$ cat src/rtl/cordic_range_fold_if.sv
// Streaming port bundle for the cordic argument conditioner.
// The producer drives in_valid/theta_in; the conditioner drives the result fields.
interface cordic_range_fold_if;
   // Valid-only stream, no ready: a sample is taken on every posedge with
   // in_valid=1, and result fields are meaningful only while out_valid=1.
   logic        in_valid;
   logic [31:0] theta_in;
   logic        out_valid;
   logic [31:0] theta_out;
   logic        negate_out;
   logic        range_err;
   logic [15:0] err_count;

   modport master (
      output in_valid, theta_in,
      input  out_valid, theta_out, negate_out, range_err, err_count
   );

   modport slave (
      input  in_valid, theta_in,
      output out_valid, theta_out, negate_out, range_err, err_count
   );
endinterface

$ cat src/rtl/cordic_range_fold.sv
// Folds an fp32 angle in [-pi, pi] into [-pi/2, pi/2] for the cordic cosine core,
// flagging results whose cosine must be negated downstream.

// fp32 adder: round-to-nearest-even, denormal inputs flushed to zero,
// result delayed through LATENCY output registers.
module fp_add #(
   parameter int LATENCY = 3
) (
   input  logic        clk,
   input  logic        areset,
   input  logic [31:0] a,
   input  logic [31:0] b,
   output logic [31:0] q
);
   logic [31:0]       big, sml, res;
   logic [7:0]        e_big, e_sml, diff;
   logic [23:0]       m_big, m_sml;
   logic [49:0]       sh;
   logic [26:0]       big_al, sml_al, norm;
   logic [27:0]       sum;
   logic              eff_sub, round_up;
   logic [4:0]        lz;
   logic signed [9:0] exp_n;
   logic [23:0]       mant_r;
   logic [31:0]       pipe_q [LATENCY];
   logic [31:0]       pipe_d [LATENCY];

   always_comb begin
      big    = (a[30:0] >= b[30:0]) ? a : b;
      sml    = (a[30:0] >= b[30:0]) ? b : a;
      e_big  = big[30:23];
      e_sml  = sml[30:23];
      m_big  = (e_big != 8'd0) ? {1'b1, big[22:0]} : 24'd0;
      m_sml  = (e_sml != 8'd0) ? {1'b1, sml[22:0]} : 24'd0;
      diff   = e_big - e_sml;
      eff_sub = big[31] ^ sml[31];
      sh     = {m_sml, 26'd0} >> diff;
      big_al = {m_big, 3'b000};
      // Alignment keeps guard/round bits plus a sticky bit for everything shifted out.
      if (diff > 8'd26) sml_al = {26'd0, |m_sml};
      else              sml_al = {sh[49:24], |sh[23:0]};
      if (eff_sub) sum = {1'b0, big_al} - {1'b0, sml_al};
      else         sum = {1'b0, big_al} + {1'b0, sml_al};
      lz = 5'd0;
      for (int i = 0; i < 27; i++) begin
         if (sum[i]) lz = 5'(26 - i);
      end
      if (sum[27]) begin
         norm  = {sum[27:2], sum[1] | sum[0]};
         exp_n = $signed({2'b00, e_big}) + 10'sd1;
      end else begin
         norm  = sum[26:0] << lz;
         exp_n = $signed({2'b00, e_big}) - $signed({5'd0, lz});
      end
      round_up = norm[2] & (norm[1] | norm[0] | norm[3]);
      mant_r   = {1'b0, norm[25:3]} + {23'd0, round_up};
      if (mant_r[23]) exp_n = exp_n + 10'sd1;
      if (e_big == 8'hFF)          res = big;
      else if (sum == 28'd0)       res = {big[31] & ~eff_sub, 31'd0};
      else if (exp_n <= 10'sd0)    res = {big[31], 31'd0};
      else if (exp_n >= 10'sd255)  res = {big[31], 8'hFF, 23'd0};
      else                         res = {big[31], exp_n[7:0], mant_r[22:0]};
   end

   always_comb begin
      pipe_d[0] = res;
      for (int i = 1; i < LATENCY; i++) pipe_d[i] = pipe_q[i-1];
   end

   always_ff @(posedge clk or posedge areset) begin
      if (areset) begin
         for (int i = 0; i < LATENCY; i++) pipe_q[i] <= 32'd0;
      end else begin
         for (int i = 0; i < LATENCY; i++) pipe_q[i] <= pipe_d[i];
      end
   end

   assign q = pipe_q[LATENCY-1];
endmodule

module cordic_range_fold #(
   parameter int          ADD_LATENCY = 3,
   parameter logic [31:0] PI          = 32'h40490fdb,
   parameter logic [31:0] HALF_PI     = 32'h3fc90fdb
) (
   input  logic                 clk,
   input  logic                 reset,
   cordic_range_fold_if.slave   bus
);
   typedef enum logic [1:0] {CLS_PASS, CLS_FOLD, CLS_ERR} cls_e;

   logic        valid0_q, valid0_d;
   logic [31:0] theta0_q, theta0_d;
   cls_e        cls0;
   logic [31:0] add_a, add_b, add_q;

   logic        sb_valid_q [ADD_LATENCY];
   logic        sb_valid_d [ADD_LATENCY];
   cls_e        sb_cls_q   [ADD_LATENCY];
   cls_e        sb_cls_d   [ADD_LATENCY];
   logic [31:0] sb_theta_q [ADD_LATENCY];
   logic [31:0] sb_theta_d [ADD_LATENCY];

   logic        out_valid_q, out_valid_d;
   logic [31:0] theta_out_q, theta_out_d;
   logic        negate_q, negate_d;
   logic        range_err_q, range_err_d;
   logic [15:0] err_count_q, err_count_d;

   // Magnitude bits of an fp32 order like unsigned integers, so plain compares classify.
   always_comb begin
      cls0 = CLS_PASS;
      if (theta0_q[30:23] == 8'hFF || theta0_q[30:0] > PI[30:0]) cls0 = CLS_ERR;
      else if (theta0_q[30:0] > HALF_PI[30:0])                   cls0 = CLS_FOLD;
   end

   // sign(theta)*pi - theta
   assign add_a = {theta0_q[31], PI[30:0]};
   assign add_b = {~theta0_q[31], theta0_q[30:0]};

   fp_add #(.LATENCY(ADD_LATENCY)) u_fp_add (
      .clk    (clk),
      .areset (1'b0),
      .a      (add_a),
      .b      (add_b),
      .q      (add_q)
   );

   always_comb begin
      valid0_d      = bus.in_valid;
      theta0_d      = bus.theta_in;
      sb_valid_d[0] = valid0_q;
      sb_cls_d[0]   = cls0;
      sb_theta_d[0] = theta0_q;
      for (int i = 1; i < ADD_LATENCY; i++) begin
         sb_valid_d[i] = sb_valid_q[i-1];
         sb_cls_d[i]   = sb_cls_q[i-1];
         sb_theta_d[i] = sb_theta_q[i-1];
      end
   end

   // The side-band tail lines up with the adder output for the same sample.
   always_comb begin
      out_valid_d = sb_valid_q[ADD_LATENCY-1];
      theta_out_d = theta_out_q;
      negate_d    = negate_q;
      range_err_d = range_err_q;
      err_count_d = err_count_q;
      if (sb_valid_q[ADD_LATENCY-1]) begin
         case (sb_cls_q[ADD_LATENCY-1])
            CLS_FOLD: begin
               theta_out_d = add_q;
               negate_d    = 1'b1;
               range_err_d = 1'b0;
            end
            CLS_ERR: begin
               theta_out_d = 32'd0;
               negate_d    = 1'b0;
               range_err_d = 1'b1;
               if (err_count_q != 16'hFFFF) err_count_d = err_count_q + 16'd1;
            end
            default: begin
               theta_out_d = sb_theta_q[ADD_LATENCY-1];
               negate_d    = 1'b0;
               range_err_d = 1'b0;
            end
         endcase
      end
   end

   always_ff @(posedge clk) begin
      if (reset) begin
         valid0_q    <= 1'b0;
         theta0_q    <= 32'd0;
         for (int i = 0; i < ADD_LATENCY; i++) begin
            sb_valid_q[i] <= 1'b0;
            sb_cls_q[i]   <= CLS_PASS;
            sb_theta_q[i] <= 32'd0;
         end
         out_valid_q <= 1'b0;
         theta_out_q <= 32'd0;
         negate_q    <= 1'b0;
         range_err_q <= 1'b0;
         err_count_q <= 16'd0;
      end else begin
         valid0_q    <= valid0_d;
         theta0_q    <= theta0_d;
         for (int i = 0; i < ADD_LATENCY; i++) begin
            sb_valid_q[i] <= sb_valid_d[i];
            sb_cls_q[i]   <= sb_cls_d[i];
            sb_theta_q[i] <= sb_theta_d[i];
         end
         out_valid_q <= out_valid_d;
         theta_out_q <= theta_out_d;
         negate_q    <= negate_d;
         range_err_q <= range_err_d;
         err_count_q <= err_count_d;
      end
   end

   assign bus.out_valid  = out_valid_q;
   assign bus.theta_out  = theta_out_q;
   assign bus.negate_out = negate_q;
   assign bus.range_err  = range_err_q;
   assign bus.err_count  = err_count_q;
endmodule

$ cat src/flat_wrapper.sv
// flat-port wrapper written by rule: the top's interface ports become plain ports
module cordic_range_fold_flat 
#(
   parameter int          ADD_LATENCY = 3,
   parameter logic [31:0] PI          = 32'h40490fdb,
   parameter logic [31:0] HALF_PI     = 32'h3fc90fdb
)
  (clk, reset, bus_in_valid, bus_theta_in, bus_out_valid, bus_theta_out, bus_negate_out, bus_range_err, bus_err_count);
  cordic_range_fold_if bus_i ();
  input  logic clk;
  input  logic reset;
  input wire logic [$bits(bus_i.in_valid)-1:0] bus_in_valid;
  input wire logic [$bits(bus_i.theta_in)-1:0] bus_theta_in;
  output wire logic [$bits(bus_i.out_valid)-1:0] bus_out_valid;
  output wire logic [$bits(bus_i.theta_out)-1:0] bus_theta_out;
  output wire logic [$bits(bus_i.negate_out)-1:0] bus_negate_out;
  output wire logic [$bits(bus_i.range_err)-1:0] bus_range_err;
  output wire logic [$bits(bus_i.err_count)-1:0] bus_err_count;
  assign bus_i.in_valid = bus_in_valid;
  assign bus_i.theta_in = bus_theta_in;
  assign bus_out_valid = bus_i.out_valid;
  assign bus_theta_out = bus_i.theta_out;
  assign bus_negate_out = bus_i.negate_out;
  assign bus_range_err = bus_i.range_err;
  assign bus_err_count = bus_i.err_count;
  cordic_range_fold #(.ADD_LATENCY(ADD_LATENCY), .PI(PI), .HALF_PI(HALF_PI)) u_core (.clk(clk), .reset(reset), .bus(bus_i));
endmodule
$ cat config.mk
export PLATFORM = sky130hd
export DESIGN_NAME = cordic_range_fold_flat
export DESIGN_NICKNAME = d
export VERILOG_FILES = /design/src/rtl/cordic_range_fold_if.sv /design/src/rtl/cordic_range_fold.sv /design/src/flat_wrapper.sv
export SDC_FILE = /design/constraint.sdc
export NUM_CORES = 1
export LEC_CHECK = 0
export ABC_AREA = 1
export BUFFER_PORTS_ARGS = -buffer_cell sky130_fd_sc_hd__buf_4
export CAP_MARGIN = 20
export CORE_UTILIZATION = 50
export DETAILED_ROUTE_END_ITERATION = 10
export GPL_ROUTABILITY_DRIVEN = 1
export GPL_TIMING_DRIVEN = 0
export PLACE_DENSITY_LB_ADDON = 0.05
export SLEW_MARGIN = 20
export SYNTH_ARGS = -nofsm -noshare
export SYNTH_HDL_FRONTEND = slang
export SYNTH_HIERARCHICAL = 1
export SYNTH_SLANG_ARGS = --single-unit
$ cat constraint.sdc
create_clock -name clk -period 11.6 [get_ports clk]
set_input_delay 2.32 -clock clk [delete_from_list [all_inputs] [get_ports clk]]
set_output_delay 2.32 -clock clk [all_outputs]
set_load 0.005 [all_outputs]
==> results.tsv <==
stage	metric	value	unit
clock_tree	total CTS buffers	23	
worst_setup_path	most frequent CP cell	inv_1	
sta	Rel. slew slack	49.97	%
sta	Worst-Margin Slew	0.7425	ns
logic_synthesis	asr flop ratio synth	33.68	%
grt	initial antenna violation count	0	
logic_synthesis	Yosys cell types	76	
pwr	switch share	45.16	%
drt	Pre-antenna DRT Iters	6	
pwr	leakage	0.01161	uW
grt	vias in the first global route	19240	
pwr	Max IR drop VDD	0.1203	mV
finish	number of diodes	0	
sta	setup violators final	0	
logic_synthesis	area leader, netlist	dfxtp_1	
grt	largest net degree at the start of global routing	97	
grt	grt total ovfl	0	
finish	area grow syn2layout	13.67	%
finish	Finished Cell Area	23330	um2
floorplan	die height	204.6	um
status	status	completed	
pwr	Gate power share	53.2	%
worst_setup_path	max incr delay on CP	0.41	ns
logic_synthesis	Cell Area, Synth	20530	um2
pwr	Pwr Density	181.4	nW/um2
drt	WL final	66.57	mm
sta	final number of max-transition violations	0	
worst_setup_path	Worst R2R Path Depth	76	
drt	drt drc	0	
floorplan	chip width	204.6	um
sta	fmax	92.31	MHz
logic_synthesis	Seq/Total Area, Yosys	30.13	%
clock_tree	CTS Hold Bufs	0	
finish	most frequent cells in the layout	nand2_1, inv_1, nor2_1	
worst_setup_path	crit path capture type	flop	
floorplan	Starting Density	51.20	%
sta	Setup Skew	0.009241	ns
pwr	Clock power frac	17.9	%
logic_synthesis	top cells by area, synth	dfxtp_1, nand2_1, dfrtp_1, nand3_1, inv_1	
worst_setup_path	slowest stage cell on the critical path	dfxtp_1	
drt	WL per Instance	17.30	um
sta	fin crit share	93.39	%
logic_synthesis	Cells after Synth	3087	
hold_path	hold path cells	0	
worst_setup_path	CP required	12.02	ns
logic_synthesis	mean post-synth cell area	6.650	um2
pwr	Pint	2321	uW
worst_setup_path	Worst EP arrival	11.25	ns
logic_synthesis	Seq cells post-synth	285	
pwr	Power, Total	4232	uW
grt	global-route wire length before repair	103.2	mm
clock_tree	CTS root buf	clkbuf_16	
logic_synthesis	share of the synthesized area in the top cell type	18.43	%
floorplan	I/O pins	86	
clock_tree	clock-pin slew on the worst setup and hold paths	0.07	ns
clock_tree	total number of H-tree levels	1	
placed_design	placer congestion estimate	1.035	
finish	Nets	3439	
finish	most common cell after layout, fill and taps aside	nand2_1	
floorplan	# rows	73	
logic_synthesis	main flop type after synthesis	dfxtp_1	
placed_design	placed cell area	22150	um2
drt	vias	20470	
floorplan	DIE AREA	41870	um2
logic_synthesis	synth warn	6	
hold_path	Hold Crit Class	reg2reg	
pwr	sequential share of power	28.9	%
clock_tree	TritonCTS Sinks	285	
drt	detailed router's first-iteration violation count	1917	
clock_tree	CTS tree	done	
floorplan	Core Area	40100	um2
pwr	Psw	1911	uW
placed_design	Port Buffers	84	
placed_design	hpwl dp	53.27	mm
sta	clock period minus worst slack	10.83	ns
worst_setup_path	class of the most critical setup path	reg2reg	
worst_setup_path	CP Max Fanout	11	
grt	gr usage total	31.52	%
worst_setup_path	Worst Setup Start Kind	flop	
logic_synthesis	Post-synth EDFFs	0	
clock_tree	clock insertion delay at the later pin of the skew report	0.51	ns
sta	Final Hold Viols	0	
finish	ratio of cells with drive above 1 in the final layout	13.69	%
clock_tree	CTS max path bufs	3	
finish	Final Util	58.20	%
drt	antenna-violating nets left	0	
drt	DR vias/cell	5.317	
sta	final hold slack	0.3484	ns
run	Max-cap violations	0	
[power by group through the flow]
| stage | clock (uW) | sequential [uW] | combinational, uW |
|---|---|---|---|
| after global placement | 0 | 1240 | 2110 |
| after CTS | 771 | 1220 | 2150 |
| final | 758 | 1220 | 2250 |
| after detailed placement | 0 | 1240 | 2130 |
| after floorplan | 0 | 1220 | 1580 |
| after global routing | 808 | 1240 | 2470 |
[repair_timing]
item                                    4_1_cts  5_1_grt
endpoints found under the setup margin       31       31
buffers inserted                              4       19
gates resized for setup                      15       47
pin swaps                                     2       14
endpoints found under the hold margin         0        0
[cell usage after synthesis, types with 4 or more instances]
cell and n:
nand2_2 35, nor2_4 8, nand2_1 719, buf_6 23, o21bai_2 22, nor4_1 6, nand2_4 6, xor2_1 32
o21ai_0 113, o21ai_1 22, o21bai_1 8, nand3_1 359, or2_2 4, nand3_2 23, ha_1 95, nor3_1 27
a21oi_2 6, buf_8 7, buf_4 29, nor2_1 369, or2_1 5, clkbuf_4 9, inv_1 414, a21oi_1 183
nor2_2 9, nand3b_1 5, o22ai_1 5, a21o_1 4, a31oi_1 4, xnor2_1 20, buf_2 16, clkbuf_1 44
nand4_1 63, inv_2 25, o21ai_2 14, dfxtp_1 189, dfrtp_1 96
[per-layer routing]
layer | vias to the layer above | global-route usage, % | part of all wire, %
met5 | - | 0 | 0
met4 | 0 | 10.13 | 3.3
met3 | 127 | 3.198 | 6.8
met2 | 769 | 53.32 | 46
met1 | 9355 | 41.89 | 44
li1 | 10220 | - | -
[metrics by stage]
step | setup TNS (ns) | std cells | worst slack, ns
5_1_grt | -0.08327 | 3849 | -0.03517
6_report | 0 | 3849 | 0.7670
2_1_floorplan | 0 | 3176 | 1.707
3_3_place_gp | -20.25 | 3785 | -0.7161
4_1_cts | 0 | 3830 | 0.05004
3_5_place_dp | -27.66 | 3785 | -0.9680
[cell type report]
cell class / instances / area (um2)
timing repair buffer: 107 / 828.3
sequential: 285 / 6196
inverter: 444 / 1678
tap: 525 / 656.9
clock buffer: 33 / 663.1
buffer: 131 / 935.9
clock inverter: 9 / 82.58
multi-input combinational: 2315 / 12290
fill: 3924 / 16760
[worst max-delay path, delay by kind of cell (launching register included)]
kind                       cells  cell delay [ns]
AOI/OAI and AO/OA             17             2.75
xor gates and xnor gates       4             0.74
adders and majority gates      5             1.36
buffers and inverters         18             2.04
DFF                            1             0.41
and+or+nand+nor               32             3.41
[flip-flops by register name, indices dropped and copies added (netlist names)]
name,count
u_core/bus.range_err,1
u_core/u_fp_add/pipe_d,64
u_core/bus.theta_out,32
u_core/valid0_q,1
u_core/sb_cls_q,6
u_core/theta0_q,32
u_core/sb_theta_q,96
u_core/bus.err_count,16
u_core/bus.negate_out,1
u_core/sb_valid_q,3
u_core/bus.out_valid,1
u_core/u_fp_add/q,32
[kinds of logic (layout without fill, tap and decap cells)]
logic type | after synthesis | after routing | share of synthesized area, %
flip-flops | 285 | 285 | 30.13
other | 2 | 91 | 0.03658
AO/OA/AOI/OAI | 408 | 408 | 11.99
buffers and inverters | 576 | 724 | 12.70
XOR/XNOR | 55 | 55 | 2.456
adder cells (fa/ha/maj) | 97 | 97 | 5.985
multiplexers | 4 | 4 | 0.2072
AND/OR/NAND/NOR | 1660 | 1660 | 36.49
[path summary, 6_finish.rpt]
path,from,to,slack (ns)
hold / removal,u_core/u_fp_add/pipe_d[50]$_DFF_PP0_,u_core/u_fp_add/pipe_d[18]$_DFF_PP0_,0.35
setup / recovery,u_core/theta0_q[19]$_SDFF_PP0_,u_core/u_fp_add/pipe_d[38]$_DFF_PP0_,0.77
hold reg to reg,u_core/u_fp_add/pipe_d[50]$_DFF_PP0_,u_core/u_fp_add/pipe_d[18]$_DFF_PP0_,0.35
setup reg to reg,u_core/theta0_q[19]$_SDFF_PP0_,u_core/u_fp_add/pipe_d[38]$_DFF_PP0_,0.77
Power figures use the tool's default switching activity.
